--- config.mk ---
export PLATFORM = sky130hd
export DESIGN_NAME = logic_gate_unit
export DESIGN_NICKNAME = d
export VERILOG_FILES = /design/src/rtl/logic_gate_unit_pkg.sv /design/src/rtl/logic_gate_fifo.sv /design/src/rtl/logic_gate_unit.sv
export SDC_FILE = /design/constraint.sdc
export NUM_CORES = 1
export LEC_CHECK = 0
export ABC_AREA = 1
export BUFFER_PORTS_ARGS = -buffer_cell sky130_fd_sc_hd__buf_2
export CORE_MARGIN = 1
export CORE_UTILIZATION = 30
export CTS_BUF_LIST = sky130_fd_sc_hd__clkbuf_2 sky130_fd_sc_hd__clkbuf_4 sky130_fd_sc_hd__clkbuf_8
export DETAILED_ROUTE_END_ITERATION = 7
export PLACE_DENSITY = 0.59
export SKIP_LAST_GASP = 1
export SLEW_MARGIN = 5
export SYNTH_ARGS = -nofsm -noshare
export SYNTH_HDL_FRONTEND = slang
export SYNTH_SLANG_ARGS = --single-unit
--- constraint.sdc ---
create_clock -name clk -period 1.8 [get_ports clk]
set_input_delay 0.09 -clock clk [delete_from_list [all_inputs] [get_ports clk]]
set_output_delay 0.09 -clock clk [all_outputs]
set_load 0.02 [all_outputs]
--- src/rtl/logic_gate_unit_pkg.sv ---
// Shared definitions for the logic gate unit.
// Holds the 3-bit operation code width and the op-code constants
// (OP_AND .. OP_NOT). The unit and its bench both import this package.
package logic_gate_unit_pkg;

  localparam int OP_W = 3;

  typedef enum logic [OP_W-1:0] {
    OP_AND  = 3'd0,
    OP_OR   = 3'd1,
    OP_XOR  = 3'd2,
    OP_NAND = 3'd3,
    OP_NOR  = 3'd4,
    OP_XNOR = 3'd5,
    OP_PASS = 3'd6,
    OP_NOT  = 3'd7
  } op_e;

endpackage

--- src/rtl/logic_gate_fifo.sv ---
// Generic synchronous FIFO, DEPTH entries of WIDTH bits.
// Ports:
//   clk, rst_n      clock and asynchronous active-low reset
//   push, wr_data   write request and data (ignored while full)
//   pop             read request (ignored while empty)
//   rd_data         head entry, driven to zero while empty
//   full, empty     occupancy flags
// DEPTH must be a power of two, at least 2, so pointers wrap naturally.
// Storage is not reset; only pointers and occupancy are.
module logic_gate_fifo #(
  parameter int WIDTH = 11,
  parameter int DEPTH = 2
) (
  input  logic             clk,
  input  logic             rst_n,
  input  logic             push,
  input  logic [WIDTH-1:0] wr_data,
  input  logic             pop,
  output logic [WIDTH-1:0] rd_data,
  output logic             full,
  output logic             empty
);

  localparam int AW = $clog2(DEPTH);
  localparam logic [AW:0] DEPTH_CNT = (AW+1)'(DEPTH);

  logic [WIDTH-1:0] mem [DEPTH];
  logic [AW-1:0]    wr_ptr;
  logic [AW-1:0]    rd_ptr;
  logic [AW:0]      count;
  logic             do_push;
  logic             do_pop;

  assign full    = (count == DEPTH_CNT);
  assign empty   = (count == '0);
  assign do_push = push && !full;
  assign do_pop  = pop && !empty;

  always_ff @(posedge clk or negedge rst_n) begin
    if (!rst_n) begin
      wr_ptr <= '0;
      rd_ptr <= '0;
      count  <= '0;
    end else begin
      if (do_push) wr_ptr <= wr_ptr + 1'b1;
      if (do_pop)  rd_ptr <= rd_ptr + 1'b1;
      // Simultaneous push and pop leaves occupancy unchanged.
      case ({do_push, do_pop})
        2'b10:   count <= count + 1'b1;
        2'b01:   count <= count - 1'b1;
        default: count <= count;
      endcase
    end
  end

  always_ff @(posedge clk) begin
    if (do_push) mem[wr_ptr] <= wr_data;
  end

  // Head is read straight from storage, so there is no path from push
  // inputs to rd_data within a cycle.
  assign rd_data = empty ? '0 : mem[rd_ptr];

endmodule

--- src/rtl/logic_gate_unit.sv ---
// Registered, parametrised bitwise logic unit.
// Applies one of eight bitwise operations across NUM_IN masked operands
// and queues the result, with the op code that produced it, in a
// DEPTH-entry FIFO behind valid/ready handshakes.
// Ports:
//   clk, rst_n            clock and asynchronous active-low reset
//   in_valid/in_ready     operand-set handshake
//   in_data               operand k at bits [k*WIDTH +: WIDTH]
//   in_mask               1 = operand k participates
//   op                    operation code, sampled with in_data
//   out_valid/out_ready   result handshake
//   out_data, out_op      FIFO head result and its op code
//   done_count            output handshakes, wrapping modulo 2^CNT_W
module logic_gate_unit
  import logic_gate_unit_pkg::*;
#(
  parameter int WIDTH  = 8,
  parameter int NUM_IN = 4,
  parameter int DEPTH  = 2,
  parameter int CNT_W  = 8
) (
  input  logic                    clk,
  input  logic                    rst_n,
  input  logic                    in_valid,
  output logic                    in_ready,
  input  logic [NUM_IN*WIDTH-1:0] in_data,
  input  logic [NUM_IN-1:0]       in_mask,
  input  logic [OP_W-1:0]         op,
  output logic                    out_valid,
  input  logic                    out_ready,
  output logic [WIDTH-1:0]        out_data,
  output logic [OP_W-1:0]         out_op,
  output logic [CNT_W-1:0]        done_count
);

  localparam int ENTRY_W = WIDTH + OP_W;

  // Skipping a masked operand is the same as folding in the identity of
  // the base operation (ones for AND, zero for OR/XOR), which also gives
  // the required all-masked results for free.
  function automatic logic [WIDTH-1:0] gate_eval(
    input logic [NUM_IN*WIDTH-1:0] data,
    input logic [NUM_IN-1:0]       mask,
    input logic [OP_W-1:0]         op_code
  );
    logic [WIDTH-1:0] and_acc;
    logic [WIDTH-1:0] or_acc;
    logic [WIDTH-1:0] xor_acc;
    logic [WIDTH-1:0] first;
    logic             found;
    logic [WIDTH-1:0] result;
    and_acc = '1;
    or_acc  = '0;
    xor_acc = '0;
    first   = '0;
    found   = 1'b0;
    result  = '0;
    for (int k = 0; k < NUM_IN; k++) begin
      if (mask[k]) begin
        and_acc = and_acc & data[k*WIDTH +: WIDTH];
        or_acc  = or_acc  | data[k*WIDTH +: WIDTH];
        xor_acc = xor_acc ^ data[k*WIDTH +: WIDTH];
        if (!found) begin
          first = data[k*WIDTH +: WIDTH];
          found = 1'b1;
        end
      end
    end
    case (op_e'(op_code))
      OP_AND:  result = and_acc;
      OP_OR:   result = or_acc;
      OP_XOR:  result = xor_acc;
      OP_NAND: result = ~and_acc;
      OP_NOR:  result = ~or_acc;
      OP_XNOR: result = ~xor_acc;
      OP_PASS: result = first;
      OP_NOT:  result = ~first;
      default: result = '0;
    endcase
    return result;
  endfunction

  logic               accept;
  logic               deliver;
  logic               fifo_full;
  logic               fifo_empty;
  logic [WIDTH-1:0]   result;
  logic [ENTRY_W-1:0] head;

  assign result    = gate_eval(in_data, in_mask, op);
  assign in_ready  = !fifo_full;
  assign out_valid = !fifo_empty;
  assign accept    = in_valid && in_ready;
  assign deliver   = out_valid && out_ready;

  logic_gate_fifo #(
    .WIDTH (ENTRY_W),
    .DEPTH (DEPTH)
  ) u_fifo (
    .clk     (clk),
    .rst_n   (rst_n),
    .push    (accept),
    .wr_data ({op, result}),
    .pop     (deliver),
    .rd_data (head),
    .full    (fifo_full),
    .empty   (fifo_empty)
  );

  // The FIFO drives zero while empty, so both fields read zero then.
  assign out_op   = head[ENTRY_W-1 -: OP_W];
  assign out_data = head[WIDTH-1:0];

  always_ff @(posedge clk or negedge rst_n) begin
    if (!rst_n) begin
      done_count <= '0;
    end else if (deliver) begin
      done_count <= done_count + 1'b1;
    end
  end

endmodule

==> results of run 1 <==
power by group through the flow:
stage / clock (W) / sequential (W) / combinational, W
after floorplan: 0 / 0.00137 / 0.00117
after global placement: 0 / 0.00128 / 0.00186
after detailed placement: 0 / 0.00129 / 0.00188
after CTS: 0.000526 / 0.00127 / 0.00189
after global routing: 0.000560 / 0.00130 / 0.00210
final: 0.000510 / 0.00127 / 0.00188
worst reg2reg max path, delay by kind of cell (launching register included):
| family | cells | cell delay (ns) |
|---|---|---|
| flops | 1 | 0.44 |
| compound gates | 2 | 0.21 |
| buf+inv | 1 | 0.06 |
| fa+ha+maj | 1 | 0.32 |
| simple gates | 2 | 0.20 |
| xor+xnor | 1 | 0.15 |
placed cells by master, fill, tap and decap left out:
cell	n
clkinv_1	3
or2_1	2
edfxtp_1	22
inv_6	1
nand3_1	48
ha_1	10
buf_2	63
o21ai_1	8
nor2_4	3
inv_4	2
nand2_2	2
dfrtp_1	12
dlygate4sd3_1	1
xor2_1	8
nor3_1	2
nor2_8	1
o21ai_0	9
nor2_2	1
nor3_2	3
a21oi_1	22
xnor2_1	2
nand2_1	219
nand2_4	1
nor3_4	4
inv_1	51
nand3_2	1
inv_2	5
o22ai_1	8
clkbuf_8	5
nor2_1	39
buf_4	14
cells in the mapped netlist, types with 3 or more instances:
| library cell | number | share of area [%] |
|---|---|---|
| a21oi_1 | 22 | 3.5 |
| buf_4 | 4 | 0.95 |
| buf_6 | 3 | 1.1 |
| clkbuf_1 | 3 | 0.36 |
| dfrtp_1 | 12 | 9.5 |
| edfxtp_1 | 22 | 21 |
| ha_1 | 10 | 4.0 |
| inv_1 | 51 | 6.1 |
| inv_2 | 5 | 0.60 |
| nand2_1 | 219 | 26 |
| nand3_1 | 48 | 7.6 |
| nor2_1 | 39 | 4.6 |
| nor2_4 | 3 | 1.1 |
| nor3_2 | 3 | 0.95 |
| nor3_4 | 4 | 2.1 |
| o21ai_0 | 9 | 1.4 |
| o21ai_1 | 8 | 1.3 |
| o22ai_1 | 8 | 1.6 |
| xor2_1 | 8 | 2.2 |
layout make-up:
cell class | instances | area, sq um
Clock buffer | 5 | 68.8
Fill cell | 1071 | 6480
Clock inverter | 3 | 11.3
Inverter | 59 | 231
Tap cell | 136 | 170
Multi-Input combinational cell | 393 | 1880
Timing Repair Buffer | 78 | 430
Sequential cell | 34 | 961
kinds of logic (layout without fill, tap and decap cells):
logic type      Yosys count  in the layout  synth area share, %
xor+xnor                 10             10                 2.78
fa+ha+maj                10             10                 3.97
buf+inv                  70            145                 9.89
compound gates           47             47                 7.78
flops                    34             34                 30.5
simple gates            326            326                 45.1
flip-flops by register name, indices dropped and copies added (netlist names):
signal,count
u_fifo.mem,22
done_count,8
u_fifo.count,2
u_fifo.rd_ptr,1
u_fifo.wr_ptr,1
how the worst max path moves through the flow:
stage / slack (ns) / from / cells past startpoint / to
final: 0.27 / u_fifo.rd_ptr / 4 / out_data[0]
after global routing: 0.13 / u_fifo.rd_ptr / 4 / out_data[7]
after CTS: 0.28 / u_fifo.rd_ptr / 4 / out_data[0]
after detailed placement: 0.05 / in_mask[0] / 13 / u_fifo.mem[1][2]
after global placement: 0.09 / in_mask[0] / 13 / u_fifo.mem[1][2]
after floorplan: 0.11 / u_fifo.count[0] / 4 / u_fifo.mem[1][0]
routing by layer:
layer / up-vias / track usage, %
met5: - / 0
met1: 1493 / 23.9
li1: 1724 / -
met4: 0 / 4.80
met2: 127 / 25.1
met3: 10 / 2.82
through the flow:
step / total power, W / instances / area [sq um] / setup WS (ns)
6_report: 0.00366 / 708 / 3750 / 0.271
5_1_grt: 0.00396 / 708 / 3750 / 0.129
4_1_cts: 0.00369 / 708 / 3750 / 0.279
3_5_place_dp: 0.00316 / 699 / 3660 / 0.0462
3_3_place_gp: 0.00313 / 699 / 3660 / 0.0933
2_1_floorplan: 0.00254 / 497 / 3150 / 0.107
==> run metrics, run 1 <==
status=completed; switching power=0.00164 W; register bit total from synthesis=34; Post-DRT Antenna Nets=0; diode count=0; Ports=64; Min Clock Period, post-route=1.53 ns; logic gate share of total power=51.4%; Switching Share=44.8%; CP peak stage delay=0.37 ns; root buf cell=clkbuf_8; max-slew violations=0; CP arrival=1.44 ns; Remaining DRCs=0; Final Hold Viols=0; postcts setup bufs=0; WL met3=595 um; total CTS buffers=5; R2R Setup Slk=0.29 ns; crit path kind=reg2out; Cell Rows=37; ratio of cells with drive above 1 in the final layout=18.5%; dpl hpwl=6550 um; first-pass GRT wire length=14600 um; Synth async-reset ratio=35.3%; synthesized area per cell=6.34 sq um; Synth Warn #=0; Critical Path Slowest Stage Cell=dfrtp_1; Worst VDD drop=668 uV; hold slack=0.0808 ns; Routed WL per cell=12.2 um; top routing layer used=met4; hold_buf cts=1; clk_skew=0.00566 ns; port buffer count=63; post-layout util=36.7%; # resized after CTS=0; crit path capture type=output port; FF-to-FF Start=u_fifo.count[0]; WL met1=4210 um; Worst-path clk slew=0.07 ns; H-tree depth=2; core box area=10200 sq um; Hold Path Depth=3; hold path endpoint=u_fifo.wr_ptr; Max-slew headroom=18.9%; Initial Utilization=30.8%; Die Ht=104 um; Clock power frac=13.9%; sequential-to-total area share from yosys stat=30.5%; largest net degree at the start of global routing=18; slew of the pin with the lowest slew margin=1.21 ns; P_int=0.00202 W; Hold Crit Class=in2reg; Mapped Area=3150 sq um; max frequency=654 MHz; CP top delay family=buffers and inverters; clk buf depth=2; peak fanout along the critical path=12; HP Start=in_valid; vias in the first global route=3047; detailed-route via count=3354; Clk Latency, worst-skew pair=0.28 ns; Area Growth Syn to Fin=19.1%; synth unique cells=30; Worst Reg-to-Reg Cells=7; CP Cell Sequence=inv_1 -> nand2_1 -> a21oi_1 -> buf_2; vias per cell=4.74; Post-Synthesis Cells=497; syn nets=550; drt pass-1 iters=5; setup TNS=0 ns; die area=10900 sq um; PD cells=975 nW/um^2; ys flop type=edfxtp_1; CTS tree=yes; count of final setup violators=0; initial antenna violation count=0; GPL Wtd Cong=0.813; unrepaired setup endpoints after global routing=false; Reg power frac=34.6%; Die W=104 um; Post-synth EDFFs=22; DRT Wirelength=8660 um; Startpoint Class=register; Total Routing Usage GR=16.6%; period utilization=84.9%; met2 routed WL=3740 um; initial drt markers=199; reg-to-reg endpoint=u_fifo.count[1]; maxcap violations=0; Final #Nets=624; clk sinks=34; leak pwr=2.10 nW; Required @ worst endpoint=1.71 ns; grt total ovfl=0; WP buf/inv=2
No activity file was read; power rests on OpenSTA's default activity.
==> inputs of run 2 (changes only) <==
PLACE_DENSITY = 0.61   (was 0.59)
clock period = 1.3 ns   (was 1.8 ns; I/O delays follow)
==> run 2 against run 1 <==
Net effect: the run now ends with negative setup slack left; non-clock buffer count grew 41; critical path depth is the same; sequential power grew 39%; critical path type unchanged.
==> run metrics, run 2 (synthesis gave the netlist of run 1 again) <==
status=finished, violations left; failing checks=negative setup slack; Ports=64; Final #Nets=665; detailed-route via count=3499; CTS tree=yes; Post-DRT Antenna Nets=0; ratio of cells with drive above 1 in the final layout=28.5%; Die Ht=104 um; Critical Path Slowest Stage Cell=dfrtp_2; period utilization=103%; setup TNS=-0.291 ns; total CTS buffers=5; Cell Rows=37; Required @ worst endpoint=1.24 ns; CP peak stage delay=0.44 ns; R2R Setup Slk=-0.01 ns; largest registers=u_fifo.mem: 22 flops, done_count: 8 flops, u_fifo.count: 2 flops; Min Clock Period, post-route=1.34 ns; maxcap violations=0; Hold Crit Class=in2reg; non-filler instance count after layout=749; max-slew violations=0; first-pass GRT wire length=15400 um; crit path kind=reg2out; initial antenna violation count=0; Routed WL per cell=12.7 um; DRT Wirelength=9500 um; initial drt markers=208; Hold Path Depth=1; core box area=10200 sq um; Total Routing Usage GR=17.5%; max frequency=748 MHz; drt pass-1 iters=6; Final Hold Viols=0; Final Cell Area=4420 sq um; peak fanout along the critical path=11; PD cells=1410 nW/um^2; WP buf/inv=2; slew of the pin with the lowest slew margin=0.768 ns; dpl hpwl=7160 um; Worst Reg-to-Reg Cells=6; clk buf depth=2; Multi-input gate area=2030 sq um; Worst VDD drop=1040 uV; final worst-path setup slack=-0.0367 ns; largest net degree at the start of global routing=18; max FFs per register=22; most common cell after layout, fill and taps aside=nand2_1; Worst-path clk slew=0.07 ns; Inst Count DP=736; grt total ovfl=0; CP arrival=1.27 ns; CP Cell Sequence=nor2_4 -> buf_8 -> a21oi_1 -> buf_4; Remaining DRCs=0; root buf cell=clkbuf_8; Startpoint Class=register; diode count=0; fillers=1033; Initial Utilization=30.8%; CP top delay family=flip-flops; clk sinks=34; vias in the first global route=3237; count of final setup violators=16; vias per cell=4.67; Reg with most FFs=u_fifo.mem; hold slack=0.0132 ns; Die W=104 um; die area=10900 sq um; register area=963 sq um; commonest non-fill, non-tap cells in the layout=nand2_1 (208), buf_2 (54), buf_4 (51), inv_1 (50), nand3_1 (47); WP depth=4; DP Area=4110 sq um; port buffer count=63; unrepaired setup endpoints after global routing=true; Clk Latency, worst-skew pair=0.28 ns; leak pwr=2.43 nW; crit path capture type=output port; H-tree depth=2; Area Growth Syn to Fin=40.3%; clk_skew=0.00643 ns; Max-slew headroom=48.5%; GPL Wtd Cong=0.897; pre-CTS WS=-0.508 ns
## run 2: changes by cell type in the layout (fill, tap and decap cells not counted), moves of 5 or more
cell / previous run / this run
buf_12: 0 / 6
nand2_1: 219 / 208
nand2_4: 1 / 12
a21oi_1: 22 / 17
buf_2: 63 / 54
a21oi_2: 0 / 5
buf_4: 14 / 51
## run 2: worst paths after layout
| kind | end | from |
|---|---|---|
| worst min register to register | done_count[7] | done_count[7] |
| worst min-delay path | u_fifo.mem[1][9] | op[1] |
| max in group asynchronous | u_fifo.count[0] | rst_n |
| worst max-delay path | out_data[5] | u_fifo.count[0] |
| worst max register to register | u_fifo.mem[0][4] | u_fifo.count[0] |
| min in group asynchronous | done_count[4] | rst_n |
## run 2: metrics by stage
| stage | util [%] | total power (W) |
|---|---|---|
| after floorplan | - | 0.00364 |
| after CTS | 41.8 | 0.00605 |
| final | 43.2 | 0.00624 |
| after detailed placement | 40.2 | 0.00492 |
| after global routing | 43.2 | 0.00665 |
| after global placement | 40.2 | 0.00486 |
## run 2: final cells by class
type                    instances  share of cell area [%]
clock buffers                   7                    1.90
clock inverters                 1                   0.680
inverters                      59                    5.24
multi-input cells             393                    46.0
repair buffers                119                    20.6
flip-flops and latches         34                    21.8
well taps                     136                    3.85
## run 2: per-layer routing
metal / share of wire [%] / vias to the layer above / track usage, %
met5: 0 / - / 0
met4: 1.0 / 0 / 4.18
met3: 7.3 / 16 / 1.88
met2: 46 / 150 / 29.3
met1: 45 / 1525 / 23.9
li1: - / 1808 / -
## run 2: report_power, final
group	switching [W]	internal, W	total [W]	leakage, nW
sequential	0.000215	0.00156	0.00177	0.347
clock	0.000366	0.000615	0.000981	0.0593
combinational	0.00200	0.00149	0.00348	2.02
total	0.00258	0.00366	0.00624	2.43
## run 2: repair_timing
item,CTS,global route
setup endpoints to repair,41,39
gates resized for setup,14,19
pin swaps,3,9
gates cloned,0,2
buffers inserted,0,2
hold endpoints to repair,12,0
hold buffers,1,0
